$ cat src/rtl/cw_dp_pkg.sv
// Shared definitions for the control-word pipelined datapath: function-select
// encodings, the status-flag bundle and a classifier for the add/sub codes.
package cw_dp_pkg;

  localparam logic [3:0] FS_PASSA  = 4'b0000;
  localparam logic [3:0] FS_INCA   = 4'b0001;
  localparam logic [3:0] FS_ADD    = 4'b0010;
  localparam logic [3:0] FS_ADDC   = 4'b0011;
  localparam logic [3:0] FS_ADDNB  = 4'b0100;
  localparam logic [3:0] FS_SUB    = 4'b0101;
  localparam logic [3:0] FS_DECA   = 4'b0110;
  localparam logic [3:0] FS_PASSA2 = 4'b0111;
  localparam logic [3:0] FS_AND    = 4'b1000;
  localparam logic [3:0] FS_OR     = 4'b1001;
  localparam logic [3:0] FS_XOR    = 4'b1010;
  localparam logic [3:0] FS_NOTA   = 4'b1011;
  localparam logic [3:0] FS_PASSB  = 4'b1100;
  localparam logic [3:0] FS_SHR    = 4'b1101;
  localparam logic [3:0] FS_SHL    = 4'b1110;
  localparam logic [3:0] FS_ZERO   = 4'b1111;

  typedef struct packed {
    logic v;
    logic c;
    logic n;
    logic z;
  } status_t;

  // Codes 0001..0110 go through the adder and may produce carry/overflow.
  function automatic logic fs_is_arith(input logic [3:0] fs);
    return (fs >= FS_INCA) && (fs <= FS_DECA);
  endfunction

endpackage

$ cat src/rtl/dp_regfile.sv
// NREGS x WIDTH register array with two asynchronous read ports, one synchronous
// write port and bypass of the pending stage-2 writeback onto both read ports.
module dp_regfile
  import cw_dp_pkg::*;
#(
  parameter int WIDTH = 16,
  parameter int NREGS = 8,
  localparam int AW = $clog2(NREGS)
) (
  input  logic             clk,
  input  logic             reset,
  input  logic             wr_en,
  input  logic             fwd_en,
  input  logic [AW-1:0]    wr_addr,
  input  logic [WIDTH-1:0] wr_data,
  input  logic [AW-1:0]    aa,
  input  logic [AW-1:0]    ba,
  output logic [WIDTH-1:0] a_data,
  output logic [WIDTH-1:0] b_data
);

  logic [WIDTH-1:0] mem [NREGS];

  // NOTE: the array is cleared on reset because architectural registers must read
  // as zero afterwards; this forces flops rather than a RAM macro.
  always_ff @(posedge clk) begin
    if (reset) begin
      for (int i = 0; i < NREGS; i++) mem[i] <= '0;
    end else if (wr_en) begin
      mem[wr_addr] <= wr_data;
    end
  end

  // fwd_en ignores HOLD: a held cycle drops its control word, so the bypassed
  // value is never latched in that case.
  always_comb begin
    a_data = mem[aa];
    b_data = mem[ba];
    if (fwd_en && (wr_addr == aa)) a_data = wr_data;
    if (fwd_en && (wr_addr == ba)) b_data = wr_data;
  end

endmodule

$ cat src/rtl/cw_pipe_datapath.sv
// Two-stage control-word datapath: stage 1 reads operands (with writeback
// bypass), stage 2 executes the function unit, writes back and updates flags.
module cw_pipe_datapath
  import cw_dp_pkg::*;
#(
  parameter int WIDTH = 16,
  parameter int NREGS = 8,
  localparam int AW = $clog2(NREGS)
) (
  input  logic             CLK,
  input  logic             RESET,
  input  logic             CW_VALID,
  input  logic             HOLD,
  input  logic [AW-1:0]    DA,
  input  logic [AW-1:0]    AA,
  input  logic [AW-1:0]    BA,
  input  logic             MB,
  input  logic [3:0]       FS,
  input  logic             MD,
  input  logic             RW,
  input  logic [WIDTH-1:0] CONST_IN,
  input  logic [WIDTH-1:0] DATA_IN,
  output logic [WIDTH-1:0] ADDR_OUT,
  output logic [WIDTH-1:0] DATA_OUT,
  output logic [WIDTH-1:0] BUS_D,
  output logic             RESULT_VALID,
  output logic             V,
  output logic             C,
  output logic             N,
  output logic             Z
);

  typedef struct packed {
    logic [AW-1:0]    da;
    logic [3:0]       fs;
    logic             md;
    logic             rw;
    logic [WIDTH-1:0] a;
    logic [WIDTH-1:0] b;
  } s2_t;

  s2_t              s2_q;
  logic             s2_valid;
  logic [WIDTH-1:0] rd_a;
  logic [WIDTH-1:0] rd_b;
  logic [WIDTH-1:0] op_b;
  logic             wr_pend;
  logic             wr_en;

  logic [WIDTH-1:0] x_op;
  logic             cin;
  logic [WIDTH:0]   sum;
  logic [WIDTH-1:0] f;
  status_t          flags_d;
  status_t          flags_q;

  assign wr_pend = s2_valid & s2_q.rw;
  assign wr_en   = wr_pend & ~HOLD;
  assign op_b    = MB ? CONST_IN : rd_b;

  dp_regfile #(
    .WIDTH (WIDTH),
    .NREGS (NREGS)
  ) u_regfile (
    .clk     (CLK),
    .reset   (RESET),
    .wr_en   (wr_en),
    .fwd_en  (wr_pend),
    .wr_addr (s2_q.da),
    .wr_data (BUS_D),
    .aa      (AA),
    .ba      (BA),
    .a_data  (rd_a),
    .b_data  (rd_b)
  );

  // NOTE: all state uses non-blocking assignments so every flop samples the
  // pre-edge values regardless of statement order.
  always_ff @(posedge CLK) begin
    if (RESET) begin
      s2_q     <= '0;
      s2_valid <= 1'b0;
    end else if (!HOLD) begin
      s2_valid <= CW_VALID;
      if (CW_VALID) s2_q <= '{da: DA, fs: FS, md: MD, rw: RW, a: rd_a, b: op_b};
      else          s2_q <= '0;
    end
  end

  // NOTE: every combinational output gets a default first so no latch is inferred.
  always_comb begin
    x_op = '0;
    cin  = 1'b0;
    case (s2_q.fs)
      FS_INCA:  cin = 1'b1;
      FS_ADD:   x_op = s2_q.b;
      FS_ADDC:  begin x_op = s2_q.b;  cin = 1'b1; end
      FS_ADDNB: x_op = ~s2_q.b;
      FS_SUB:   begin x_op = ~s2_q.b; cin = 1'b1; end
      FS_DECA:  x_op = '1;
      default:  ;
    endcase
  end

  assign sum = {1'b0, s2_q.a} + {1'b0, x_op} + {{WIDTH{1'b0}}, cin};

  always_comb begin
    f = '0;
    case (s2_q.fs)
      FS_PASSA, FS_PASSA2:                   f = s2_q.a;
      FS_INCA, FS_ADD, FS_ADDC,
      FS_ADDNB, FS_SUB, FS_DECA:             f = sum[WIDTH-1:0];
      FS_AND:   f = s2_q.a & s2_q.b;
      FS_OR:    f = s2_q.a | s2_q.b;
      FS_XOR:   f = s2_q.a ^ s2_q.b;
      FS_NOTA:  f = ~s2_q.a;
      FS_PASSB: f = s2_q.b;
      FS_SHR:   f = {1'b0, s2_q.b[WIDTH-1:1]};
      FS_SHL:   f = {s2_q.b[WIDTH-2:0], 1'b0};
      default:  f = '0;
    endcase
  end

  // Overflow is carry-into-MSB xor carry-out; the MSB sum bit recovers the former.
  always_comb begin
    flags_d.c = fs_is_arith(s2_q.fs) & sum[WIDTH];
    flags_d.v = fs_is_arith(s2_q.fs) &
                (s2_q.a[WIDTH-1] ^ x_op[WIDTH-1] ^ sum[WIDTH-1] ^ sum[WIDTH]);
    flags_d.n = f[WIDTH-1];
    flags_d.z = (f == '0);
  end

  always_ff @(posedge CLK) begin
    if (RESET) flags_q <= '0;
    else if (s2_valid && !HOLD) flags_q <= flags_d;
  end

  assign BUS_D        = s2_q.md ? DATA_IN : f;
  assign ADDR_OUT     = s2_q.a;
  assign DATA_OUT     = s2_q.b;
  assign RESULT_VALID = s2_valid;
  assign V            = flags_q.v;
  assign C            = flags_q.c;
  assign N            = flags_q.n;
  assign Z            = flags_q.z;

endmodule
$ cat config.mk
export PLATFORM = sky130hd
export DESIGN_NAME = cw_pipe_datapath
export DESIGN_NICKNAME = d
export VERILOG_FILES = /design/src/rtl/cw_dp_pkg.sv /design/src/rtl/dp_regfile.sv /design/src/rtl/cw_pipe_datapath.sv
export SDC_FILE = /design/constraint.sdc
export NUM_CORES = 1
export LEC_CHECK = 0
export CAP_MARGIN = 15
export CORE_MARGIN = 2
export CORE_UTILIZATION = 35
export DETAILED_ROUTE_END_ITERATION = 8
export SYNTH_ARGS = -nofsm -noshare
export SYNTH_HDL_FRONTEND = slang
export SYNTH_HIERARCHICAL = 1
export SYNTH_SLANG_ARGS = --single-unit
$ cat constraint.sdc
create_clock -name CLK -period 5.52 [get_ports CLK]
set_clock_uncertainty 0.05 [all_clocks]
set_input_delay 0.552 -clock CLK [delete_from_list [all_inputs] [get_ports CLK]]
set_output_delay 0.552 -clock CLK [all_outputs]
set_load 0.01 [all_outputs]
==> results.cfg, run 1 <==
[floorplanning]
fp-row-count = 69
core_mm2 = 0.03531
boundaryPins = 105
die_h_um = 192.8
start_util = 0.3534
die_x_um = 192.8
die_area_mm2 = 0.03718

[timing]
fmax_mhz = 193.1
rsz0062_at_grt = no
period_needed_ns = 5.179
slew_headroom = 0.2922
post-route-period-util = 0.9381
slew_viol_final = 0
tns_ns = 0
final.setup.worst_slack_ns = 0.3415
setup_violations = 0
finalHoldViolations = 0
tightestPinTransition_ns = 1.058

[critical_path]
cp.arrival_ns = 4.58
critPathKind = reg2out
required_ns = 4.92
end_kind = output port
start_kind = flop
crit_path_max_fanout = 12

[clock_network]
cts_sinks = 174
clkLatencyLatePin_ns = 0.44
cts_tree = yes
cts_root_buf = clkbuf_16
cts_buffers = 17
clk_pin_slew_ns = 0.07
cts-htree-levels = 4
holdBufCountCts = 0
clock_path_buffers = 2

[synth]
synth.top_cell.area_share = 0.3080
synthArstFlopShare = 0
synth.area.top_cells = edfxtp_1 31%, mux4_1 13%, dfxtp_1 7.4%, mux2_2 7.2%, and2_1 6.7%
synthFlopType = edfxtp_1
syn_inst = 1100
ys_types = 73
syn_nets = 1201
synth_warnings = 6
avgSynthCellArea_um2 = 11.34
synth_seq_area_share = 0.3818
synth_edf_count = 128
yosys.area.top_type = edfxtp_1
syn_area_mm2 = 0.01248
ys_seq_elements = 174

[routing]
viasPerCell = 5.555
drtIter0Drc = 680
remaining_drc_errors = 0
num_vias = 9016
wirelength_um = 37900
dr.pass1.iters = 5
routedWlPerCell_um = 23.35
antenna_left = 0

[final_layout]
layout-drive-gt1-share = 0.1532
diodes = 0
regArea_mm2 = 0.004766
fin_cells = 1623
post-route-util = 0.4034
nNetsFinal = 1250
n_fill_cell = 3330
final_common_cell = and2_1
layout_common_cells = 133 x and2_1, 128 x edfxtp_1, 100 x clkdlybuf4s50_1, 92 x nor2_1, 79 x mux2_2
multi_input_area_mm2 = 0.006962
area_delta_synth_final_pct = 14.14

[power]
p_sw_frac = 0.2652
internal_power_uw = 2316
p_leak_uw = 0.005523
ir_drop_mv = 0.1939
p_switching_uw = 835.7
cellPowerDensity_mw_per_mm2 = 221.3
p_seq_frac = 0.473
power_frac_clock = 0.359
power_frac_comb = 0.168

[global_routing]
grt_max_degree = 55
grt_pass1_vias = 9174
antenna_found_initial = 0
track_usage = 0.2087
grt_overflow = 0
grt_pass1_wl_um = 56770

[place]
port_buffers = 104
place_congestion = 0.9279
placed_cells = 1591
dp_hpwl_um = 26850
dpl_worst_slack_ns = 0.7695

[flow_run]
maxCapViolCount = 0

[worst_hold_path]
min_path_type = in2reg

[outcome]
status = finished, final reports clean
## flip-flops by register name (all words and copies together), names as in the netlist
| register | flops |
|---|---|
| RESULT_VALID | 1 |
| u_regfile/mem | 128 |
| s2_q | 9 |
| N | 1 |
| ADDR_OUT | 16 |
| V | 1 |
| C | 1 |
| DATA_OUT | 16 |
| Z | 1 |
## critical path, cell delays in order (launching register included)
cell and delay (ns):
dfxtp_1 0.43, nand3_1 0.21, nand2_1 0.10, buf_4 0.19
or2_2 0.33, fa_1 0.45, nor2b_1 0.22, o2111a_1 0.35
o41ai_4 0.13, o31ai_1 0.31, mux2_1 0.36, o2111ai_1 0.23
mux2_4 0.27, clkdlybuf4s50_1 0.56
## timing repair
item	in CTS	in global routing
buffers inserted	0	0
endpoints found under the setup margin	0	1
gates resized for setup	0	1
## per-stage QoR
| step | area [um2] | hold WS (ns) | total power [uW] |
|---|---|---|---|
| floorplan | 12480 | 0.4260 | 1841 |
| global placement | 13700 | 0.4707 | 2041 |
| detailed placement | 13700 | 0.4778 | 2045 |
| CTS | 14240 | 0.4268 | 3169 |
| global route | 14240 | 0.4804 | 3265 |
| finish | 14240 | 0.4436 | 3151 |
## cell usage after synthesis (all sizes together), types with 36 or more instances
master and number:
and2 134, edfxtp 128, mux2 92, nand2 36, buf 60, clkbuf 44
dfxtp 46, a22oi 48, ha 47, inv 42, nor2 92, a21oi 44
mux4 65
## worst paths after layout
check / startpoint / endpoint / slack [ns] / depth (start not counted)
setup reg to reg: s2_q[36]$_SDFFE_PP0N_ / DATA_OUT[12]$_SDFFE_PP0N_ / 1.07 / 17
hold reg to reg: N$_SDFFE_PP0P_ / N$_SDFFE_PP0P_ / 0.49 / 2
setup / recovery: s2_q[36]$_SDFFE_PP0N_ / BUS_D[14] / 0.34 / 13
hold / removal: HOLD / N$_SDFFE_PP0P_ / 0.44 / 4
## layout make-up
type | instances | area share
clock buffer | 21 | 0.03092
inverter | 42 | 0.01107
clock inverter | 11 | 0.006589
timing repair buffer | 134 | 0.08750
sequential | 174 | 0.3346
tap | 461 | 0.04050
multi-input combinational | 780 | 0.4888
## metal layers
| layer | vias up | share of wire | GRT usage |
|---|---|---|---|
| li1 | 4209 | - | - |
| met1 | 4443 | 0.40 | 0.2531 |
| met2 | 289 | 0.51 | 0.3708 |
| met3 | 75 | 0.048 | 0.03255 |
| met4 | 0 | 0.034 | 0.07986 |
| met5 | - | 0 | 0 |
## power groups by stage
stage	clock (uW)	combinational, uW	sequential [uW]
4_1_cts	1150	530	1490
6_report	1130	528	1490
3_5_place_dp	0	526	1520
2_1_floorplan	0	347	1490
3_3_place_gp	0	525	1520
5_1_grt	1200	567	1500
## kinds of logic after synthesis
| kind of cell | Yosys count | share of synthesized area |
|---|---|---|
| and+or+nand+nor | 349 | 0.1509 |
| adders and majority gates | 49 | 0.05034 |
| muxes | 183 | 0.2426 |
| xor gates and xnor gates | 14 | 0.009827 |
| AOI/OAI and AO/OA | 185 | 0.1034 |
| buffers and inverters | 146 | 0.06116 |
| DFF | 174 | 0.3818 |
No activity file was read; power rests on OpenSTA's default activity.
==> run 2, diff against run 1 <==
--- a/config.mk
+++ b/config.mk
@@ -5,7 +5,7 @@
 export SDC_FILE = /design/constraint.sdc
 export NUM_CORES = 1
 export LEC_CHECK = 0
-export CAP_MARGIN = 15
+export CAP_MARGIN = 20
 export CORE_MARGIN = 2
 export CORE_UTILIZATION = 35
 export DETAILED_ROUTE_END_ITERATION = 8
==> results of run 2 <==
Same layout as run 1: the final DEF is identical, and so are final timing and power.
==> run 3, diff against run 2 <==
--- a/config.mk
+++ b/config.mk
@@ -8,6 +8,7 @@
 export CAP_MARGIN = 20
 export CORE_MARGIN = 2
 export CORE_UTILIZATION = 35
+export CTS_CLUSTER_SIZE = 14
 export DETAILED_ROUTE_END_ITERATION = 8
 export SYNTH_ARGS = -nofsm -noshare
 export SYNTH_HDL_FRONTEND = slang
==> constraint.sdc (replaced) <==
create_clock -name CLK -period 4.47 [get_ports CLK]
set_clock_uncertainty 0.05 [all_clocks]
set_input_delay 0.447 -clock CLK [delete_from_list [all_inputs] [get_ports CLK]]
set_output_delay 0.447 -clock CLK [all_outputs]
set_load 0.01 [all_outputs]
==> run 3 against run 2 <==
  * Cell count is 4.1% higher
  * Clock power is 24% higher
  * Die area stayed put
  * Worst setup slack worse by 0.23 ns
  * Utilization is 1.8 points higher
  * Register-to-register slack worse by 0.83 ns
  * First-iteration DRC count is 15% higher
  * Wire length is 6.6% higher
  * Sequential share of layout area is 1.4 points lower
  * Design area is 4.3% higher
  * Non-clock buffer count is 66 higher
  * Sequential power is 22% higher
==> results.cfg, run 3 (synthesized netlist as in run 1, its figures left out) <==
[routing]
wirelength_um = 40420
drtIter0Drc = 780
remaining_drc_errors = 0
num_vias = 9430
viasPerCell = 5.583
routedWlPerCell_um = 23.93
antenna_left = 0
dr.pass1.iters = 5

[final_layout]
nNetsFinal = 1316
regMostFlops = u_regfile/mem
diodes = 0
fin_cells = 1689
final_common_cell = and2_1
area_delta_synth_final_pct = 19.09
largest_register_ff_count = 128
layout-drive-gt1-share = 0.2174
layout_common_cells = 133 x and2_1, 128 x edfxtp_1, 94 x clkdlybuf4s50_1, 93 x buf_4, 92 x nor2_1

[clock_network]
cts-htree-levels = 4
holdBufCountCts = 0
clock_path_buffers = 2
cts_sinks = 174
clkLatencyLatePin_ns = 0.44
cts_root_buf = clkbuf_16
cts_buffers = 17
cts_tree = yes
clk_pin_slew_ns = 0.08

[floorplanning]
core_mm2 = 0.03531
die_h_um = 192.8
fp-row-count = 69
die_x_um = 192.8
die_area_mm2 = 0.03718
start_util = 0.3534
boundaryPins = 105

[global_routing]
track_usage = 0.2209
grt_pass1_vias = 9623
grt_pass1_wl_um = 60040
grt_max_degree = 44
antenna_found_initial = 0
grt_overflow = 0

[timing]
post-route-period-util = 0.9757
setup_violations = 0
slew_headroom = 0.2580
period_needed_ns = 4.361
slew_viol_final = 0
finalHoldViolations = 0
rsz0062_at_grt = yes
final.setup.worst_slack_ns = 0.1087
tightestPinTransition_ns = 1.113
fmax_mhz = 229.3

[place]
placed_cells = 1651
dpl_worst_slack_ns = -0.05030
dp_hpwl_um = 28590
place_congestion = 0.9275
port_buffers = 104

[critical_path]
crit_family = compound AO/OA/AOI/OAI gates
end_kind = output port
worst-path-buf-inv = 4
crit_chain = nand3_1, nand2_2, a21oi_2, fa_1, inv_1, fa_2, nor2b_2, o2111a_2, buf_4, or3_1, o21ba_1, o31a_1, a21oi_1, buf_4, clkdlybuf4s15_1
critPathMostFrequentCell = buf_4
critPathKind = reg2out
worst_path_max_delay_cell = fa_1
start_kind = flop
cpPeakStageDelay_ns = 0.41
cp.arrival_ns = 3.86
crit_path_max_fanout = 8
required_ns = 3.97

[worst_hold_path]
min_path_type = in2reg

[power]
p_leak_uw = 0.005924
cellPowerDensity_mw_per_mm2 = 266.0
ir_drop_mv = 0.2692

[flow_run]
maxCapViolCount = 0

[outcome]
status = finished, final reports clean
==> run 3: changes by cell type in the layout (fill, tap and decap cells not counted), sizes merged, moves of 3 or more <==
cell,change
buf,+66
clkbuf,-3
inv,+6
clkdlybuf4s50,-6
dlygate4sd2,+4
==> run 3: cell type report <==
type / count / area (um2)
Inverter: 42 / 157.7
Tap cell: 461 / 576.8
Timing Repair Buffer: 200 / 1754
Fill cell: 3310 / 20450
Clock buffer: 18 / 429.2
Multi-Input combinational cell: 780 / 7064
Clock inverter: 14 / 108.9
Sequential cell: 174 / 4770
==> run 3: through the flow <==
stage	cell area, um2	power, uW	hold slack, ns	TNS (ns)	util
finish	14860	3952	0.3784	0	0.4209
global placement	14150	2563	0.3900	0	0.4009
global route	14860	4099	0.3916	-0.03748	0.4209
detailed placement	14150	2569	0.3921	-0.05030	0.4009
CTS	14780	3966	0.3624	-0.2147	0.4187
floorplan	12480	2274	0.4260	0	-
==> run 3: report_power, final <==
| group | switching (uW) | leakage [uW] | internal, uW | total [uW] |
|---|---|---|---|---|
| Sequential | 42.8 | 0.00170 | 1780 | 1820 |
| Clock | 679 | 0.000259 | 723 | 1400 |
| Combinational | 378 | 0.00397 | 348 | 726 |
| Total | 1100 | 0.00592 | 2850 | 3950 |
==> run 3: worst register-to-register path, delay by kind of cell (launching register included) <==
| kind | cells | cell delay, ns |
|---|---|---|
| AO/OA/AOI/OAI | 6 | 1.08 |
| multiplexers | 4 | 1.07 |
| adder cells (fa/ha/maj) | 2 | 0.58 |
| buffers and inverters | 4 | 0.52 |
| AND/OR/NAND/NOR | 4 | 0.46 |
| flip-flops | 1 | 0.38 |
==> run 3: worst paths after layout <==
| check | start | endpoint | slack [ns] | cells after the start |
|---|---|---|---|---|
| worst min register to register | C$_SDFFE_PP0P_ | C$_SDFFE_PP0P_ | 0.40 | 2 |
| worst max-delay path | s2_q[35]$_SDFFE_PP0N_ | BUS_D[10] | 0.11 | 15 |
| worst min-delay path | RESET | s2_q[33]$_SDFFE_PP0N_ | 0.38 | 2 |
| worst max register to register | s2_q[35]$_SDFFE_PP0N_ | DATA_OUT[14]$_SDFFE_PP0N_ | 0.24 | 20 |
==> run 3: timing repair <==
item                                    in CTS  in global routing
endpoints found under the setup margin       8                  7
setup buffers                                2                  4
pin swaps                                    1                  4
gates resized for setup                     25                 13
==> run 3: layer usage <==
| metal | global-route usage | wire, um | up-vias |
|---|---|---|---|
| li1 | - | - | 4353 |
| met1 | 0.2763 | 16730 | 4655 |
| met2 | 0.3766 | 19730 | 325 |
| met3 | 0.03037 | 2102 | 97 |
| met4 | 0.1031 | 1851 | 0 |
| met5 | 0 | 0 | - |
